## src/rtl/game_evt_pkg.sv

```systemverilog
// game_evt_pkg: shared state encoding, default source count and collision source indices
// for the hit event scheduler.
package game_evt_pkg;
    typedef enum logic {IDLE, OFFER} state_t;
    localparam int NUM_SRC_DEF      = 4;
    localparam int SRC_SHOT_ALIEN   = 0;
    localparam int SRC_BOMB_PLAYER  = 1;
    localparam int SRC_ALIEN_PLAYER = 2;
    localparam int SRC_SHOT_BORDER  = 3;
endpackage

```

## src/rtl/hit_event_scheduler_rr_pick.sv

```systemverilog
// rr_pick: combinational round-robin picker; returns the first set request at or after ptr,
// wrapping modulo N.
module rr_pick #(
    parameter int N = 4,
    parameter int W = $clog2(N)
) (
    input  logic [N-1:0] req,
    input  logic [W-1:0] ptr,
    output logic         any,
    output logic [W-1:0] idx
);
    logic [2*N-1:0] rot;

    always_comb begin
        rot = {req, req} >> ptr;
        any = |req;
        idx = '0;
        // scan downwards so the nearest request to ptr is the last assignment
        for (int k = N - 1; k >= 0; k--)
            if (rot[k]) idx = W'((int'(ptr) + k) % N);
    end
endmodule

```

## src/rtl/hit_event_scheduler.sv

```systemverilog
// hit_event_scheduler: per-frame collision capture with one-at-a-time round-robin dispatch.
// Defining HIT_STATS_EN adds per-source saturating handshake counters read via stat_sel.
module hit_event_scheduler
    import game_evt_pkg::*;
#(
    parameter int NUM_SRC = NUM_SRC_DEF,
    parameter int SRC_W   = $clog2(NUM_SRC),
    parameter int STAT_W  = 8
) (
    input  logic               clk,
    input  logic               reset,
    input  logic               startOfFrame,
    input  logic [NUM_SRC-1:0] coll_in,
    output logic               evt_valid,
    output logic [SRC_W-1:0]   evt_src,
    input  logic               evt_ready,
    output logic               busy,
    output logic               overrun,
    input  logic               ovr_clr
`ifdef HIT_STATS_EN
    ,
    input  logic [SRC_W-1:0]   stat_sel,
    output logic [STAT_W-1:0]  stat_count
`endif
);
    state_t             state, state_n;
    logic [NUM_SRC-1:0] cap, pend, pend_n, done;
    logic [SRC_W-1:0]   rr_ptr, ptr_n, src_n, pick;
    logic               any, hs, valid_n, ovr_set;

    rr_pick #(.N(NUM_SRC), .W(SRC_W)) u_pick (
        .req (pend),
        .ptr (rr_ptr),
        .any (any),
        .idx (pick)
    );

    always_comb begin
        hs      = state == OFFER && evt_ready;
        done    = hs ? (NUM_SRC'(1) << evt_src) : '0;
        // the event completing this cycle must not re-enter pend nor count as overrun
        pend_n  = (pend & ~done) | (startOfFrame ? cap : '0);
        ovr_set = startOfFrame && |(pend & ~done & cap);
        state_n = state;
        valid_n = evt_valid;
        src_n   = evt_src;
        ptr_n   = rr_ptr;
        if (state == IDLE && any) begin
            state_n = OFFER;
            valid_n = 1'b1;
            src_n   = pick;
        end else if (hs) begin
            state_n = IDLE;
            valid_n = 1'b0;
            ptr_n   = (evt_src == SRC_W'(NUM_SRC - 1)) ? '0 : evt_src + 1'b1;
        end
    end

    always_ff @(posedge clk or posedge reset) begin
        if (reset) begin
            state     <= IDLE;
            cap       <= '0;
            pend      <= '0;
            rr_ptr    <= '0;
            evt_valid <= 1'b0;
            evt_src   <= '0;
            overrun   <= 1'b0;
        end else begin
            state     <= state_n;
            cap       <= startOfFrame ? coll_in : cap | coll_in;
            pend      <= pend_n;
            rr_ptr    <= ptr_n;
            evt_valid <= valid_n;
            evt_src   <= src_n;
            overrun   <= ovr_set | (overrun & ~ovr_clr);
        end
    end

    assign busy = |pend | evt_valid;

`ifdef HIT_STATS_EN
    logic [STAT_W-1:0] cnt [NUM_SRC];

    always_ff @(posedge clk or posedge reset) begin
        if (reset) begin
            for (int i = 0; i < NUM_SRC; i++) cnt[i] <= '0;
            stat_count <= '0;
        end else begin
            if (hs && cnt[evt_src] != '1) cnt[evt_src] <= cnt[evt_src] + 1'b1;
            stat_count <= (int'(stat_sel) < NUM_SRC) ? cnt[stat_sel] : '0;
        end
    end
`endif
endmodule

```

## config.mk

```make
export PLATFORM = sky130hd
export DESIGN_NAME = hit_event_scheduler
export DESIGN_NICKNAME = d
export VERILOG_FILES = /design/src/rtl/game_evt_pkg.sv /design/src/rtl/hit_event_scheduler_rr_pick.sv /design/src/rtl/hit_event_scheduler.sv
export SDC_FILE = /design/constraint.sdc
export NUM_CORES = 1
export LEC_CHECK = 0
export BUFFER_PORTS_ARGS = -buffer_cell sky130_fd_sc_hd__buf_2
export CORE_MARGIN = 2
export CORE_UTILIZATION = 46
export DETAILED_ROUTE_END_ITERATION = 8
export HOLD_SLACK_MARGIN = 0.1
export MAX_ROUTING_LAYER = met4
export PLACE_DENSITY = 0.71
export SLEW_MARGIN = 25
export SYNTH_ARGS = -nofsm -noshare
export SYNTH_HDL_FRONTEND = slang
export SYNTH_SLANG_ARGS = --single-unit
```

## constraint.sdc

```tcl
create_clock -name clk -period 1.3 [get_ports clk]
set_clock_uncertainty 0.15 [all_clocks]
set_input_delay 0.065 -clock clk [delete_from_list [all_inputs] [get_ports clk]]
set_output_delay 0.065 -clock clk [all_outputs]
set_load 0.02 [all_outputs]
```

==> summary.md, run 1 <==
| Metric | Value |
|---|---|
| Status | finished with violations |
| Violated checks | setup timing |
| CTS tree | built |
| Synth Warn # | 0 |
| Slew margin rel. | 0.6491 |
| # nets final | 124 |
| Post-synth top area share | 0.5009 |
| LEAKAGE | 0.5511 nW |
| Crit path max fanout | 2 |
| Initial core utilization | 0.4753 |
| Die span in y | 43.00 um |
| Initial drt markers | 19 |
| Hold Violations, Final | 0 |
| Worst setup SP type | register |
| Drt first pass iters | 4 |
| Routed length per instance | 15.67 um |
| Clock sink total | 14 |
| Area contributors post-synth | dfrtp_1, ha_1, nand2_1, a21o_1, inv_1 |
| Pre-CTS setup slack | -209.6 ps |
| Final Util | 0.7543 |
| Pwr dens | 1733 mW/mm^2 |
| Site Rows | 14 |
| Total GRT Usage | 0.2360 |
| Core Region | 0.001471 mm^2 |
| RSZ-0062 raised after global routing | yes |
| Syn Area/Cell | 9.714 um^2 |
| Crit. Startpoint | pend[2]$_DFF_PP0_ |
| Synth cell count leaders | dfrtp_1, nand2_1, inv_1 |
| Most common cell in the netlist | dfrtp_1 |
| DIE AREA | 0.001849 mm^2 |
| TritonCTS buffer count | 3 |
| Cell taking the most area after synthesis | dfrtp_1 |
| Setup violators final | 5 |
| Tmin final | 1548 ps |
| Final hold slack | 197.4 ps |
| Max Clock Freq | 0.6462 GHz |
| Crit path arrival time | 1330 ps |
| Number of synthesized register bits | 14 |
| Final setup margin | -247.5 ps |
| Top Ports | 14 |
| Post-synth EDFFs | 0 |
| Vias in the first global route | 678 |
| ANT cells | 0 |
| DR vias/cell | 5.444 |
| First-pass GRT wire length | 3.084 mm |
| DP Wirelength | 1.166 mm |
| Post-synthesis instance total | 72 |
| Distinct cell type count after synthesis | 23 |
| Setup crit end | busy |
| DRC | 0 |
| Post-synth top flop | dfrtp_1 |
| Final ANT Viol Nets | 0 |
| Final instance area | 0.001110 mm^2 |
| Synthesis-to-finish area growth | 58.68% |
| MaxCap Viol Count | 0 |
| Worst setup path class | register to primary output |
| Worst-Margin Slew | 525.8 ps |
| Synth Cell Area | 699.4 um^2 |
| H-Tree Depth | 1 |
| PortBufs | 13 |
| Final period utilization | 1.190 |
| Worst min path class | input pin to asynchronous set/reset pin |
| CTS clk-pin slew, worst paths | 80 ps |
| Clock buffer depth | 2 |
| Crit path capture type | primary output |
| Routed wire length | 1.974 mm |
| R2R cell count | 4 |
| Max Slew Vio Count | 0 |
| Global route overflow | 0 |
| Routability cong. | 0.7994 |
| TNS Setup | -770.2 ps |
| Fraction of registers with async set/reset | 1.000 |
| FF-to-FF setup slack | -190 ps |
| Worst path required time | 1090 ps |
| Worst flop-to-flop path startpoint | evt_src[0]$_DFFE_PP0P_ |
| Via count | 686 |
| Placed inst area | 848.3 um^2 |
| Largest net degree at the start of global routing | 15 |
| Register area share after synthesis | 0.5009 |
| CTS root buffer | clkbuf_4 |
| Peak VDD IR | 1170 uV |
| Die W | 43.00 um |
| Initial antenna violation count | 0 |
| Clk_lat worst skew | 290 ps |
| Syn Nets | 85 |
| Critical R2R Capture | overrun$_DFF_PP0_ |
| Share of cells above drive strength 1 | 0.4727 |
-- kinds of logic after synthesis --
kind of cell / synth area share
multiplexers: 0.01431
adder cells (fa/ha/maj): 0.07156
flip-flops: 0.5009
buffers and inverters: 0.05008
AO/OA/AOI/OAI: 0.1968
AND/OR/NAND/NOR: 0.1664
-- stage by stage --
step           total power (W)  std cells
3_3_place_gp          0.001268        108
6_report              0.001924        126
4_1_cts               0.001822        126
3_5_place_dp          0.001297        108
2_1_floorplan        0.0009975         72
5_1_grt               0.002012        126
-- how the worst min path moves through the flow --
stage | from | end | depth (start not counted)
2_1_floorplan | reset | cap[0]$_DFF_PP0_ | 1
3_3_place_gp | reset | pend[0]$_DFF_PP0_ | 2
3_5_place_dp | reset | cap[1]$_DFF_PP0_ | 2
4_1_cts | reset | cap[1]$_DFF_PP0_ | 3
5_1_grt | reset | rr_ptr[0]$_DFFE_PP0P_ | 3
6_report | reset | rr_ptr[0]$_DFFE_PP0P_ | 3
-- metal layers --
layer	track usage	vias up	wire (um)
li1	-	327	-
met1	0.3526	332	922
met2	0.3212	23	935
met3	0.02553	4	76
met4	0.1091	0	40
met5	-	-	0
-- worst max-delay path, stage by stage, from the launching register on --
cell and delay (ps):
dfrtp_2 440, nor4_4 310, nand2b_1 130, buf_2 170
-- final cells by class --
type,instances,area (um^2)
Sequential cell,14,359.1
Timing Repair Buffer,35,281.5
Tap cell,16,20.02
Multi-Input combinational cell,49,392.9
Clock buffer,4,26.28
Inverter,8,30.03
Fill cell,106,361.6
-- sequential cells by signal, indices dropped and copies added, names as in the netlist --
| name | cells |
|---|---|
| evt_src | 2 |
| cap | 4 |
| state | 1 |
| pend | 4 |
| overrun | 1 |
| rr_ptr | 2 |
-- cells in the final DEF (no fill, tap or decap), types with 2 or more instances in the layout --
cell type and n:
nand2_1 12, buf_2 11, buf_4 9, dlygate4sd3_1 8, dfrtp_1 7, dfrtp_2 7
buf_6 7, inv_1 6, a21o_1 4, o21ai_0 3, clkbuf_4 3, nor2_1 2
a221o_1 2, a21oi_1 2, and3_4 2, o21ai_1 2, inv_2 2, and3_1 2
ha_4 2, ha_2 2
-- report_power, final --
group	switching, W	total, W	internal, W
clock network	0.000147	0.000266	0.000119
logic	0.000429	0.000947	0.000518
registers	0.000154	0.000710	0.000557
total	0.000730	0.00192	0.00119
-- repair_timing --
item                                   CTS  global route
setup endpoints to repair                5             9
gates resized for setup                 20            14
pin swaps                                2             3
endpoints found under the hold margin   26             0
setup buffers                            6             4
hold buffers                             8             0
gates cloned                             0             0
Note: power is estimated with default switching activity, not from simulation.
==> run 2, diff against run 1 <==
- REMOVE_ABC_BUFFERS: not set -> 1
- SYNTH_HIERARCHICAL: not set -> 1
==> run 2 against run 1 <==
Effect of this change: the run still ends with setup timing left; die area is 1.1% higher; combinational power is 19% higher; fmax is 9.0% higher; worst setup slack better by 130 ps; flip-flop and latch count stayed put; via count is 0.44% lower; critical endpoint unchanged; largest cell class unchanged; largest power group unchanged; highest routed layer unchanged.
==> summary.md, run 2 <==
| Metric | Value |
|---|---|
| Most common cell in the netlist | dfrtp_1 |
| Peak VDD IR | 1821 uV (+56%) |
| Worst path cell trace | buf_4 -> nor3_2 -> nand2_1 -> buf_6 |
| Die W | 43.24 um (+0.56%) |
| Slowest-stage cell, CP | dfrtp_1 |
| Largest net degree at the start of global routing | 15 (unchanged) |
| Routability cong. | 0.8066 (+0.90%) |
| Synth Warn # | 6 (+6) |
| Initial antenna violation count | 0 (unchanged) |
| Area contributors post-synth | dfrtp_1, ha_1, nand3_1, a21o_1, inv_1 |
| Register area share after synthesis | 0.4947 (-0.006195) |
| Final period utilization | 1.092 (-0.09852) |
| Tmin final | 1419 ps (-128.1 ps) |
| Routed wire length | 2.000 mm (+1.3%) |
| Worst-Margin Slew | 511.5 ps (-14.36 ps) |
| Fill cells | 100 (-5.7%) |
| ANT cells | 0 (unchanged) |
| Dpl cells | 108 (unchanged) |
| TritonCTS buffer count | 3 (unchanged) |
| Post-synth EDFFs | 0 (unchanged) |
| Clock buffer depth | 2 (unchanged) |
| Core Region | 0.001471 mm^2 (unchanged) |
| Post-synthesis instance total | 71 (-1.4%) |
| MaxCap Viol Count | 0 (unchanged) |
| Number of synthesized register bits | 14 (unchanged) |
| Vias in the first global route | 656 (-3.2%) |
| RSZ-0062 raised after global routing | yes |
| PortBufs | 13 (unchanged) |
| Die span in y | 43.24 um (+0.56%) |
| Crit. Startpoint | pend[1]$_DFF_PP0_ |
| Pwr dens | 2016 mW/mm^2 (+16%) |
| DP Wirelength | 1.179 mm (+1.1%) |
| Share of cells above drive strength 1 | 0.4545 (-0.01818) |
| Routed length per instance | 15.87 um (+1.3%) |
| CTS root buffer | clkbuf_4 |
| Max Clock Freq | 0.7045 GHz (+9.0%) |
| Crit path arrival time | 1200 ps (-130 ps) |
| Cell taking the most area after synthesis | dfrtp_1 |
| Critical R2R Capture | overrun$_DFF_PP0_ |
| Most common cell after layout, fill and taps aside | buf_2 |
| Top Ports | 14 (unchanged) |
| Final ANT Viol Nets | 0 (unchanged) |
| First-pass GRT wire length | 2.925 mm (-5.2%) |
| Tot Pwr | 0.002215 W (+15%) |
| Total GRT Usage | 0.2240 (-0.01200) |
| Status | finished with violations |
| Fraction of registers with async set/reset | 1.000 (unchanged) |
| Post-synth top flop | dfrtp_1 |
| Site Rows | 14 (unchanged) |
| # nets final | 124 (unchanged) |
| Hold Violations, Final | 0 (unchanged) |
| H-Tree Depth | 1 (unchanged) |
| R2R cell count | 6 (+2) |
| Crit path max fanout | 4 (+2) |
| Violated checks | setup timing |
| Worst min path class | input pin to asynchronous set/reset pin |
| Commonest cells after routing, fill and taps aside | buf_2, dfrtp_1, buf_4 |
| FF-to-FF setup slack | -110 ps (+80 ps) |
| Distinct cell type count after synthesis | 22 (-4.3%) |
| Clk_lat worst skew | 300 ps (about the same) |
| Post-synth top area share | 0.4947 (-0.006195) |
| Drt first pass iters | 4 (unchanged) |
| CTS tree | built |
| Syn Area/Cell | 9.974 um^2 (+2.7%) |
| Clock sink total | 14 (unchanged) |
| Initial core utilization | 0.4813 (+0.005952) |
| CTS clk-pin slew, worst paths | 90 ps (about the same) |
| Synthesis-to-finish area growth | 55.12% |
| Slew margin rel. | 0.6587 (+0.009586) |
| DRC | 0 (unchanged) |
| Synth Cell Area | 708.2 um^2 (+1.3%) |
| Final setup margin | -119.5 ps (+128.1 ps) |
| Setup violators final | 6 (+1) |
| Worst path required time | 1090 ps (about the same) |
| Global route overflow | 0 (unchanged) |
| LEAKAGE | 0.5543 nW (+0.58%) |
| DR vias/cell | 5.421 (-0.44%) |
| Fin cells | 126 (unchanged) |
| Setup crit end | busy |
| Final Util | 0.7466 (-0.007653) |
| Max Slew Vio Count | 0 (unchanged) |
| Largest stage delay, worst path | 420 ps (-20 ps) |
| Worst setup SP type | register |
| Worst setup path class | register to primary output |
| Synth cell count leaders | dfrtp_1, inv_1, nand3_1 |
| TNS Setup | -390.6 ps (+379.6 ps) |
| Worst flop-to-flop path startpoint | evt_src[0]$_DFFE_PP0P_ |
| Biggest regs | cap x4, pend x4 |
| Crit path capture type | primary output |
| Via count | 683 (-0.44%) |
| DIE AREA | 0.001869 mm^2 (+1.1%) |
| Initial drt markers | 13 (-6) |
[run 2: routing by layer]
metal,track usage,up-vias,share of wire
met5,-,-,0
met4,0.1212,0,0.017
met3,0.03404,5,0.029
met2,0.3582,14,0.54
met1,0.2700,339,0.41
li1,-,325,-
[run 2: metrics by stage]
| step | setup WS (ps) | instance area [um^2] | hold WS [ps] |
|---|---|---|---|
| 2_1_floorplan | -170.8 | 696.9 | -195.8 |
| 3_3_place_gp | -54.76 | 849.6 | -33.52 |
| 3_5_place_dp | -82.15 | 849.6 | -28.79 |
| 4_1_cts | -106.9 | 1011 | 212.9 |
| 5_1_grt | -168.7 | 1099 | 264.8 |
| 6_report | -119.5 | 1099 | 182.6 |
[run 2: critical path, delay by kind of cell (launching register included)]
kind	cells	cell delay, ps
DFF	1	420
and+or+nand+nor	2	190
buffers and inverters	2	290
[run 2: report_power, final]
| part | total [W] | internal, W | switching, W |
|---|---|---|---|
| sequential | 0.000747 | 0.000576 | 0.000171 |
| combinational | 0.00113 | 0.000586 | 0.000548 |
| clock | 0.000334 | 0.000171 | 0.000163 |
[run 2: cells by family (layout without fill, tap and decap cells)]
| family | Yosys count | count (layout) | synth area share |
|---|---|---|---|
| AOI/OAI and AO/OA | 20 | 20 | 0.2067 |
| muxes | 1 | 1 | 0.01590 |
| adders and majority gates | 4 | 4 | 0.07067 |
| and+or+nand+nor | 20 | 20 | 0.1378 |
| DFF | 14 | 14 | 0.4947 |
| buffers and inverters | 12 | 51 | 0.07420 |
[run 2: area by class of cell]
| cell class | count | area, um^2 | area share |
|---|---|---|---|
| multi-input combinational | 45 | 365.4 | 0.3326 |
| sequential | 14 | 354.1 | 0.3223 |
| timing repair buffer | 36 | 279.0 | 0.2540 |
| inverter | 11 | 43.79 | 0.03986 |
| clock buffer | 4 | 36.28 | 0.03303 |
| tap | 16 | 20.02 | 0.01822 |
[run 2: worst min path at each step]
stage               cells past startpoint                     end  slack, ps  start
floorplan                               1        cap[0]$_DFF_PP0_       -200  reset
global placement                        2  evt_src[1]$_DFFE_PP0P_        -30  reset
detailed placement                      2  evt_src[1]$_DFFE_PP0P_        -30  reset
CTS                                     3  evt_src[1]$_DFFE_PP0P_        210  reset
global route                            3  evt_src[1]$_DFFE_PP0P_        260  reset
finish                                  3  evt_src[1]$_DFFE_PP0P_        180  reset
[run 2: repair_timing]
action / CTS / global route
hold buffers: 8 / 0
pin swaps: 4 / 5
setup endpoints to repair: 6 / 8
resized for setup: 12 / 13
hold endpoints to repair: 26 / 0
buffers inserted: 1 / 5
